File: config.mk
export PLATFORM = sky130hd
export DESIGN_NAME = hex_display_bank_flat
export DESIGN_NICKNAME = d
export VERILOG_FILES = /design/src/rtl/hex_display_pkg.sv /design/src/rtl/hex_display_if.sv /design/src/rtl/hex_seg_decoder.sv /design/src/rtl/hex_display_bank.sv /design/src/flat_wrapper.sv
export SDC_FILE = /design/constraint.sdc
export NUM_CORES = 1
export LEC_CHECK = 0
export BUFFER_PORTS_ARGS = -buffer_cell sky130_fd_sc_hd__buf_2
export CAP_MARGIN = 20
export CORE_MARGIN = 2
export CORE_UTILIZATION = 40
export DETAILED_ROUTE_END_ITERATION = 7
export PLACE_DENSITY = 0.58
export SLEW_MARGIN = 0
export SYNTH_ARGS = -nofsm -noshare
export SYNTH_HDL_FRONTEND = slang
export SYNTH_SLANG_ARGS = --single-unit
File: constraint.sdc
create_clock -name clock -period 2.5 [get_ports clock]
set_input_delay 0.5 -clock clock [delete_from_list [all_inputs] [get_ports clock]]
set_output_delay 0.5 -clock clock [all_outputs]
set_load 0.05 [all_outputs]
File: src/rtl/hex_display_pkg.sv
// Shared constants for the seven-segment display bank: segment codes,
// display modes and the active-low 0-F glyph table.
package hex_display_pkg;

    localparam logic [6:0] SEG_BLANK = 7'h7F;
    localparam logic [6:0] SEG_ALL   = 7'h00;

    typedef enum logic [1:0] {
        MODE_HEX   = 2'b00,
        MODE_LZB   = 2'b01,
        MODE_SHIFT = 2'b10,
        MODE_LAMP  = 2'b11
    } mode_e;

    // Entry n is the glyph for nibble n; bit0 = segment a, 0 = lit.
    localparam logic [15:0][6:0] SEG_TABLE = {
        7'h0E, 7'h06, 7'h21, 7'h46, 7'h03, 7'h08, 7'h10, 7'h00,
        7'h78, 7'h02, 7'h12, 7'h19, 7'h30, 7'h24, 7'h79, 7'h40
    };

    function automatic logic [6:0] seg_of(input logic [3:0] nibble);
        return SEG_TABLE[nibble];
    endfunction

endpackage

File: src/rtl/hex_display_if.sv
// Load/ack handshake, display controls and segment outputs of the display bank.
interface hex_display_if #(
    parameter int NUM_DIGITS = 6
);
    logic [4*NUM_DIGITS-1:0] value_in;
    logic                    load;
    logic                    load_ack;
    logic [1:0]              mode;
    logic                    blink_en;
    logic [NUM_DIGITS-1:0]   blink_mask;
    logic [7*NUM_DIGITS-1:0] hex_out;

    modport master (
        output value_in, load, mode, blink_en, blink_mask,
        input  load_ack, hex_out
    );

    modport slave (
        input  value_in, load, mode, blink_en, blink_mask,
        output load_ack, hex_out
    );
endinterface

File: src/rtl/hex_seg_decoder.sv
// Combinational 4-bit to active-low 7-segment glyph decode for one digit.
module hex_seg_decoder
    import hex_display_pkg::*;
(
    input  logic [3:0] nibble,
    output logic [6:0] seg
);
    assign seg = seg_of(nibble);
endmodule

File: src/rtl/hex_display_bank.sv
// Registered NUM_DIGITS seven-segment driver: value register with load or
// shift-in entry, leading-zero blanking, per-digit blink and lamp test.
module hex_display_bank
    import hex_display_pkg::*;
#(
    parameter int NUM_DIGITS = 6,
    parameter int BLINK_DIV  = 25000000
) (
    input  logic         clock,
    input  logic         resetn,
    hex_display_if.slave bus
);
    localparam int VW    = 4 * NUM_DIGITS;
    localparam int CNT_W = $clog2(BLINK_DIV);

    logic [VW-1:0]                 display_reg_q, display_reg_d;
    logic [CNT_W-1:0]              blink_cnt_q, blink_cnt_d;
    logic                          blink_phase_q, blink_phase_d;
    logic                          load_ack_q, load_ack_d;
    logic [NUM_DIGITS-1:0][6:0]    hex_out_q, hex_out_d;

    logic [VW-1:0]                 shift_val;
    logic [NUM_DIGITS-1:0][6:0]    seg_dec;
    logic [NUM_DIGITS-1:0]         nz_upper;
    logic                          nz_acc;
    mode_e                         mode_s;

    assign mode_s = mode_e'(bus.mode);

    // A one-digit bank has nothing to shift up; the new nibble simply replaces it.
    generate
        if (NUM_DIGITS == 1) begin : g_shift_one
            assign shift_val = bus.value_in[3:0];
        end else begin : g_shift_many
            assign shift_val = {display_reg_q[VW-5:0], bus.value_in[3:0]};
        end
    endgenerate

    generate
        for (genvar g = 0; g < NUM_DIGITS; g++) begin : g_dec
            hex_seg_decoder u_dec (
                .nibble (display_reg_q[4*g +: 4]),
                .seg    (seg_dec[g])
            );
        end
    endgenerate

    // nz_upper[i] is set when any digit from i up to the top is non-zero.
    always_comb begin
        nz_upper = '0;
        nz_acc   = 1'b0;
        for (int i = NUM_DIGITS - 1; i >= 0; i--) begin
            nz_acc      = nz_acc | (|display_reg_q[4*i +: 4]);
            nz_upper[i] = nz_acc;
        end
    end

    always_comb begin
        display_reg_d = display_reg_q;
        if (bus.load) begin
            display_reg_d = (mode_s == MODE_SHIFT) ? shift_val : bus.value_in;
        end
        load_ack_d = bus.load;

        blink_cnt_d   = blink_cnt_q + 1'b1;
        blink_phase_d = blink_phase_q;
        if (blink_cnt_q == CNT_W'(BLINK_DIV - 1)) begin
            blink_cnt_d   = '0;
            blink_phase_d = ~blink_phase_q;
        end
    end

    // Blink darkening wins over everything, lamp test and blanking next.
    always_comb begin
        hex_out_d = '1;
        for (int i = 0; i < NUM_DIGITS; i++) begin
            if (bus.blink_en && blink_phase_q && bus.blink_mask[i]) begin
                hex_out_d[i] = SEG_BLANK;
            end else if (mode_s == MODE_LAMP) begin
                hex_out_d[i] = SEG_ALL;
            end else if (mode_s == MODE_LZB && i != 0 && !nz_upper[i]) begin
                hex_out_d[i] = SEG_BLANK;
            end else begin
                hex_out_d[i] = seg_dec[i];
            end
        end
    end

    always_ff @(posedge clock or negedge resetn) begin
        if (!resetn) begin
            display_reg_q <= '0;
            blink_cnt_q   <= '0;
            blink_phase_q <= 1'b0;
            load_ack_q    <= 1'b0;
            hex_out_q     <= '1;
        end else begin
            display_reg_q <= display_reg_d;
            blink_cnt_q   <= blink_cnt_d;
            blink_phase_q <= blink_phase_d;
            load_ack_q    <= load_ack_d;
            hex_out_q     <= hex_out_d;
        end
    end

    assign bus.load_ack = load_ack_q;
    assign bus.hex_out  = hex_out_q;

endmodule
File: src/flat_wrapper.sv
// flat-port wrapper written by rule: the top's interface ports become plain ports
module hex_display_bank_flat import hex_display_pkg::*;
#(
    parameter int NUM_DIGITS = 6,
    parameter int BLINK_DIV  = 25000000
)
  (clock, resetn, bus_value_in, bus_load, bus_mode, bus_blink_en, bus_blink_mask, bus_load_ack, bus_hex_out);
  hex_display_if #(.NUM_DIGITS(NUM_DIGITS)) bus_i ();
  input  logic clock;
  input  logic resetn;
  input wire logic [$bits(bus_i.value_in)-1:0] bus_value_in;
  input wire logic [$bits(bus_i.load)-1:0] bus_load;
  input wire logic [$bits(bus_i.mode)-1:0] bus_mode;
  input wire logic [$bits(bus_i.blink_en)-1:0] bus_blink_en;
  input wire logic [$bits(bus_i.blink_mask)-1:0] bus_blink_mask;
  output wire logic [$bits(bus_i.load_ack)-1:0] bus_load_ack;
  output wire logic [$bits(bus_i.hex_out)-1:0] bus_hex_out;
  assign bus_i.value_in = bus_value_in;
  assign bus_i.load = bus_load;
  assign bus_i.mode = bus_mode;
  assign bus_i.blink_en = bus_blink_en;
  assign bus_i.blink_mask = bus_blink_mask;
  assign bus_load_ack = bus_i.load_ack;
  assign bus_hex_out = bus_i.hex_out;
  hex_display_bank #(.NUM_DIGITS(NUM_DIGITS), .BLINK_DIV(BLINK_DIV)) u_core (.clock(clock), .resetn(resetn), .bus(bus_i));
endmodule
==> Yosys cells after proc, flatten, opt, wreduce, memory -nomap -nowiden <==
Memory sizes are Yosys's and may differ from the RTL's.
Index checks and enable logic that the tools add are counted.
{ "totals": {"reg_bits": 93, "latch_bits": 0, "ram_bits": 0, "rom_bits": 672, "inputBits": 36, "mem_count": 6} }
{ "op_classes": {"n_addsub": 1, "multipliers": 0, "div_mod_pow": 0, "order_cmp": 6, "n_eq_ne": 4, "n_shift": 0, "muxes": 25, "bitwise_logic": 5, "n_reduce_logical": 22} }
{ "memory_table": {"columns": ["memory", "depth", "width", "rd", "rd_clocked_by_memory_dff", "write_ports", "line", "rtl"], "rows": [
  ["(name not given)", 16, 7, 1, 0, 0, "hex_display_pkg.sv:22", "return SEG_TABLE[nibble];"],
  ["(name not given)", 16, 7, 1, 0, 0, "hex_display_pkg.sv:22", null],
  ["(name not given)", 16, 7, 1, 0, 0, "hex_display_pkg.sv:22", null],
  ["(name not given)", 16, 7, 1, 0, 0, "hex_display_pkg.sv:22", null],
  ["(name not given)", 16, 7, 1, 0, 0, "hex_display_pkg.sv:22", null],
  ["(name not given)", 16, 7, 1, 0, 0, "hex_display_pkg.sv:22", null]
]} }
{ "ops": {"columns": ["cell", "count"], "rows": [
  ["2-to-1 mux 7 bit", 23],
  ["less-than comparator 4 x 5 -> 1 bit, second input constant", 6],
  ["adder 25 x 1 -> 25 bit, second input constant", 1],
  ["== test 25 bit, second input constant", 1],
  ["2-to-1 mux 25 bit", 1],
  ["2-to-1 mux 24 bit", 1],
  ["OR reduction 4 bit", 5],
  ["logical AND 1 bit", 12],
  ["zero test 1 bit", 5],
  ["== test 2 bit, second input constant", 2],
  ["OR 1 bit", 4],
  ["== test 2 x 1 -> 1 bit, second input constant", 1],
  ["NOT 1 bit", 1]
]} }

==> Depth between registers and ports, before layout <==
Gate-level depths: netlist (run 1).
{ "depth": {"depth_word": 10, "depth_mapped": 7} }

==> By module <==
From an unflattened synthesis (run 1), not the netlist that was laid out.
{ "hier_totals": {"hier_cells": 545, "hier_area_um2": 5594.1} }
{ "by_module_without_submodules": {"columns": ["module", "instances", "cells_per_inst", "area_each_um2", "seq_area_each_um2"], "rows": [
  ["hex_display_bank", 1, 350, 3946.3, 2379.8],
  ["hex_seg_decoder at u_core.g_dec[1].u_dec ...", 5, 32, 275.3, 0.0],
  ["hex_seg_decoder at u_core.g_dec[0].u_dec", 1, 35, 271.5, 0.0]
]} }

==> Worst setup path after synthesis (run 1) <==
OpenSTA, ideal clock, no wires.
{ "synth_path": {"kind": "register -> register", "from": "reg u_core.display_reg_q[20]", "to": "reg u_core.hex_out_q (netlist bit u_core.bus.hex_out[12])", "setup_ps": 79, "arrival_ps": 1854, "required_ps": 2421, "path_slack_ps": 567, "stages_incl_launch_ff": 7, "path_buffers": 0, "synth_period_minus_slack_ps": 1933, "path_cell_list": "dfrtp_1 inv_1 ha_1 nand4bb_1 nor4_2 a41oi_1 a31oi_1"} }
{ "synth_rtl": {"columns": ["item", "line", "rtl"], "rows": [
  ["start: declaration", "hex_display_bank.sv:16", "logic [VW-1:0] display_reg_q, display_reg_d;"],
  ["start signal: assignment", "hex_display_bank.sv:97", "display_reg_q <= display_reg_d;"],
  ["end signal: assignment", "hex_display_bank.sv:101", "hex_out_q <= hex_out_d;"],
  ["end: declaration", "hex_display_bank.sv:20", "logic [NUM_DIGITS-1:0][6:0] hex_out_q, hex_out_d;"]
]} }

==> results.toml, run 1 <==
[run_status]
status = "finished clean"

[critical_path]
crit_chain = "inv_1 > ha_1 > nand4bb_1 > nor4_2 > buf_4 > a41oi_1 > a31oi_1"
path_buf_inv = 2
arrival_ns = 2.48
worstPathRequired_ns = 2.75
max_stage_delay_ns = 0.45
path_delay_family = "compound AO/OA/AOI/OAI gates"
cpMaxStageDelayCell = "dfrtp_1"
critPathMaxFanout = 15
worst_setup_path_end_kind = "flop"
start_kind = "flop"
path_class = "flop to flop"

[synthesis]
synthesis.area_um2 = 5350
synth_top_cells_by_count = "dfrtp_1, a21oi_1, o21ai_0, nor2_1, dfstp_2"
yosysWarningCount = 0
ys_seq_area_frac = 0.445
synth.largest_area_cell = "dfrtp_1"
synth_top_area_frac = 0.239
synth_ff_type = "dfrtp_1"
synth_edf_count = 0
synthTopCellsByArea = "dfrtp_1, dfstp_2, ha_1"
synthDistinctLibCells = 57
postSynth.asyncResetShare = 1.00
synth.most_common_cell = "dfrtp_1"
syn_avg_cell_area_um2 = 9.57
synth-seq-cells = 93
syn_nets = 629
syn_inst = 559

[clocking]
root_buffer = "clkbuf_16"
tritoncts.num_buffers = 9
clock_latency_ns = 0.34
clk_pin_slew_ns = 0.07
clock_sink_count = 93
cts.htree.levels = 3
post_cts_buffers = 0
clk_path_buf_depth = 2
cts_tree = "built"

[placed_design]
io_buffers = 78
dp.cells = 793
dp_hpwl_um = 8680
post-place-ws_ns = 0.195
place.gp.congestion = 0.867

[hold_path]
hp-class = "primary input to async pin"

[timing]
setup_ws_ns = 0.276
worstMarginPinSlew_ns = 0.892
hold-worst-slack_ns = 0.173
drv_slew = 0
rsz0062_at_grt = "false"
hold_violations = 0
fin_skew_ns = 0.00694
period_share = 0.890
setup_viol = 0
fmax_mhz = 450
fin_crit_ns = 2.22
max_slew_margin = 0.406
setup_tns_ns = 0

[detailed_routing]
drt_iter0_drc = 196
routed_wl_um = 12100
vias_per_cell = 5.33
post-route-drc-count = 0
first_pass_iters = 4
vias = 4308
wl_per_cell_um = 14.9
ant_nets = 0

[grt]
grt_start_max_net_pins = 48
grt_pass1_wl_um = 20200
grt_pass1_vias = 4105
antenna_found_initial = 0
globalRouteOverflowTotal = 0
grt_usage = 0.178

[final_layout]
area_growth_pct = 16.7
finalNonFillerCells = 809
drive_gt1_frac = 0.265
fillCellCount = 1268
antenna_cells = 0
fin_nets = 698
multiInputGateArea_um2 = 2750
regArea_um2 = 2380

[die]
core-area_um2 = 13100
rows = 42
die_x_um = 120
die_area_um2 = 14300
initial_utilization = 0.407
pin_count = 79
die_y_um = 120

[power]
leakage_nw = 2.81
power.density_nw_per_um2 = 699
finalPower_mw = 4.36
ir_worst_vdd_mv = 0.311

[run]
maxCapViolations = 0
registers in the layout, indices dropped and copies added, names as in the netlist:
| signal | count |
|---|---|
| u_core.bus.hex_out | 42 |
| u_core.blink_cnt_q | 25 |
| u_core.display_reg_q | 24 |
| u_core.blink_phase_q | 1 |
| u_core.bus.load_ack | 1 |
final timing paths:
check,startpoint,to,slack [ns],cells after the start
min in group clock,bus_value_in[1],u_core.display_reg_q[1],0.36,3
min reg2reg,u_core.blink_phase_q,u_core.blink_phase_q,0.48,1
min,resetn,u_core.blink_cnt_q[17],0.17,1
max,u_core.display_reg_q[20],u_core.bus.hex_out[7],0.28,7
max in group asynchronous,resetn,u_core.blink_cnt_q[10],1.69,2
max reg2reg,u_core.display_reg_q[20],u_core.bus.hex_out[7],0.28,7
where the power goes:
| part | switching [mW] | internal, mW |
|---|---|---|
| Combinational | 0.800 | 0.356 |
| Clock | 0.554 | 0.799 |
| Sequential | 0.121 | 1.73 |
final cells by class:
type	instances	share of cell area
clock buffer	12	0.0395
clock inverter	4	0.00762
inverter	26	0.0156
multi-input combinational	407	0.440
sequential	93	0.381
tap	176	0.0353
timing repair buffer	91	0.0806
worst register-to-register path, stage by stage (launching register included):
cell and delay [ns]:
dfrtp_1 0.45, inv_1 0.14, ha_1 0.23, nand4bb_1 0.22, nor4_2 0.29, buf_4 0.24
a41oi_1 0.29, a31oi_1 0.27
stage by stage:
stage          area, µm²  utilization
6_report            6240        0.475
5_1_grt             6240        0.475
4_1_cts             6240        0.475
3_5_place_dp        5940        0.452
3_3_place_gp        5940        0.452
2_1_floorplan       5350            -
cells in the final DEF (no fill, tap or decap), types with 5 or more instances in the layout:
cell type	netlist	layout
buf_2	1	77
dfrtp_1	51	51
a21oi_1	49	49
o21ai_0	48	48
nor2_1	47	47
dfstp_2	42	42
nand2_1	41	41
ha_1	34	34
inv_1	26	26
mux2i_1	26	26
a211oi_1	13	13
buf_4	0	13
nand3_1	11	11
xnor2_1	10	10
nor3_1	9	9
nand4_1	9	9
clkbuf_16	0	9
nand2b_1	8	8
xor2_1	7	7
nor2b_1	7	6
a31oi_1	6	6
and3_1	6	6
nor4_1	6	6
or2_2	5	5
mux2_2	5	5
a311oi_1	5	5
cells by family after synthesis:
| kind of cell | after synthesis | synth area share |
|---|---|---|
| buffers and inverters | 59 | 0.0430 |
| adders and majority gates | 34 | 0.0795 |
| muxes | 33 | 0.0676 |
| xor gates and xnor gates | 17 | 0.0278 |
| and+or+nand+nor | 174 | 0.170 |
| AOI/OAI and AO/OA | 149 | 0.167 |
| DFF | 93 | 0.445 |
repair_timing:
action | CTS | global route
gates resized for setup | 0 | 1
endpoints found under the setup margin | 0 | 7
hold buffers | 0 | 0
metal layers:
metal / share of wire / GRT usage
met5: 0 / 0
met4: 0.026 / 0.0824
met3: 0.045 / 0.0352
met2: 0.46 / 0.276
met1: 0.47 / 0.240
No activity file was read; power rests on OpenSTA's default activity.
==> run 2: changes to the inputs <==
--- a/config.mk
+++ b/config.mk
@@ -5,12 +5,13 @@
 export SDC_FILE = /design/constraint.sdc
 export NUM_CORES = 1
 export LEC_CHECK = 0
+export ABC_CLOCK_PERIOD_IN_PS = 2500
 export BUFFER_PORTS_ARGS = -buffer_cell sky130_fd_sc_hd__buf_2
 export CAP_MARGIN = 20
 export CORE_MARGIN = 2
-export CORE_UTILIZATION = 40
+export CORE_UTILIZATION = 29
 export DETAILED_ROUTE_END_ITERATION = 7
-export PLACE_DENSITY = 0.58
+export PLACE_DENSITY = 0.45
 export SLEW_MARGIN = 0
 export SYNTH_ARGS = -nofsm -noshare
 export SYNTH_HDL_FRONTEND = slang
==> results.toml, run 2 (same netlist as run 1, synthesis figures left out) <==
[detailed_routing]
drt_iter0_drc = 192
wl_per_cell_um = 15.2
vias = 4321
first_pass_iters = 4
post-route-drc-count = 0
ant_nets = 0
routed_wl_um = 13100
vias_per_cell = 5.00

[timing]
hold_violations = 0
worstMarginPinSlew_ns = 0.640
fin_skew_ns = 0.0106
period_share = 0.895
rsz0062_at_grt = "false"
setup_viol = 0
fmax_mhz = 447
drv_slew = 0
max_slew_margin = 0.569
fin_crit_ns = 2.24
setup_tns_ns = 0

[critical_path]
crit_chain = "inv_1 > ha_1 > nand4bb_1 > nor4_2 > buf_4 > a41oi_1 > a31oi_1"
path_class = "flop to flop"
arrival_ns = 2.51
start_kind = "flop"
worstPathRequired_ns = 2.77
cpMaxStageDelayCell = "dfrtp_1"
critPathMaxFanout = 15
max_stage_delay_ns = 0.46
worst_setup_path_end_kind = "flop"

[clocking]
cts_tree = "built"
cts_resized = 0
cts.htree.levels = 3
clk_path_buf_depth = 2
tritoncts.num_buffers = 9
clk_pin_slew_ns = 0.07
clock_latency_ns = 0.35
post_cts_buffers = 0
ctsHoldBuffers = 0
root_buffer = "clkbuf_16"
clock_sink_count = 93

[power]
power.share.clock = 0.337
power.density_nw_per_um2 = 714
p_int_mw = 3.02
finalPower_mw = 4.54
seq_power_share = 0.408
ir_worst_vdd_mv = 0.368
leakage_nw = 2.84
pwr-share-comb = 0.254
p_sw_frac = 0.336
power_switching_mw = 1.53

[final_layout]
mostFrequentLayoutCells = "buf_2, dfrtp_1, a21oi_1"
fillCellCount = 1886
antenna_cells = 0
fin_nets = 700
area_growth_pct = 19.0
mostFrequentLayoutCell = "buf_2"
final_util = 0.353
largest_reg_flops = 42
drive_gt1_frac = 0.268

[placed_design]
dp_hpwl_um = 9560
io_buffers = 78
place.gp.congestion = 0.788

[hold_path]
hp-class = "primary input to async pin"

[grt]
grt_start_max_net_pins = 40
use_met1 = 0.184
grt_pass1_vias = 4285
globalRouteOverflowTotal = 0
gr-usage-met3 = 0.0323
antenna_found_initial = 0
top_usage_layer = "met2"
grt_usage = 0.140
globalRouteMet2Util = 0.227
grt_pass1_wl_um = 21700

[run_status]
status = "finished clean"

[die]
rows = 49
initial_utilization = 0.297
die_area_um2 = 19500
core-area_um2 = 18000
die_y_um = 140
die_x_um = 140
pin_count = 79

[run]
maxCapViolations = 0
==> run 2: changes by cell type in the layout (fill, tap and decap cells not counted), sizes merged <==
cell / before / now
inv: 26 / 27
clkinv: 2 / 1
clkinvlp: 1 / 0
clkbuf: 12 / 13
buf: 91 / 93
==> run 2: worst paths after layout <==
path	startpoint	endpoint	slack, ns	cells past startpoint
max	u_core.display_reg_q[20]	u_core.bus.hex_out[13]	0.26	7
min	resetn	u_core.display_reg_q[21]	0.13	1
max reg2reg	u_core.display_reg_q[20]	u_core.bus.hex_out[13]	0.26	7
max in group asynchronous	resetn	u_core.bus.hex_out[30]	1.70	2
min in group clock	bus_value_in[1]	u_core.display_reg_q[1]	0.35	3
min reg2reg	u_core.blink_cnt_q[0]	u_core.blink_cnt_q[0]	0.49	1
==> run 2: final cells by class <==
type,count,area (µm²),area share
Timing Repair Buffer,93,518,0.0814
Multi-Input combinational cell,407,2740,0.431
Clock buffer,13,293,0.0460
Inverter,26,97.6,0.0153
Sequential cell,93,2380,0.374
Clock inverter,3,47.5,0.00747
Tap cell,229,287,0.0450
==> run 2: per-stage QoR <==
| stage | std cells | hold WS, ns | setup slack [ns] | instance area [µm²] |
|---|---|---|---|---|
| detailed placement | 848 | 0.482 | 0.232 | 6020 |
| global route | 864 | 0.160 | 0.0484 | 6360 |
| floorplan | 559 | 0.204 | 0.567 | 5350 |
| finish | 864 | 0.129 | 0.262 | 6360 |
| global placement | 848 | 0.469 | 0.362 | 6020 |
| CTS | 864 | 0.138 | 0.229 | 6360 |
==> run 2: critical path, delay by kind of cell (launching register included) <==
kind            cells  cell delay (ns)
fa+ha+maj           1             0.23
simple gates        2             0.54
buf+inv             2             0.37
flops               1             0.46
compound gates      2             0.55
==> run 2: metal layers <==
layer	wire, µm	vias to the layer above
li1	-	2143
met1	6120	2063
met2	6170	100
met3	599	15
met4	231	0
met5	0	-
==> run 2: power groups by stage <==
stage	sequential [mW]	clock, mW	combinational [mW]
2_1_floorplan	2.24	0	0.493
3_3_place_gp	1.88	0	1.16
3_5_place_dp	1.89	0	1.17
4_1_cts	1.86	1.59	1.17
5_1_grt	1.88	1.67	1.27
6_report	1.86	1.53	1.16
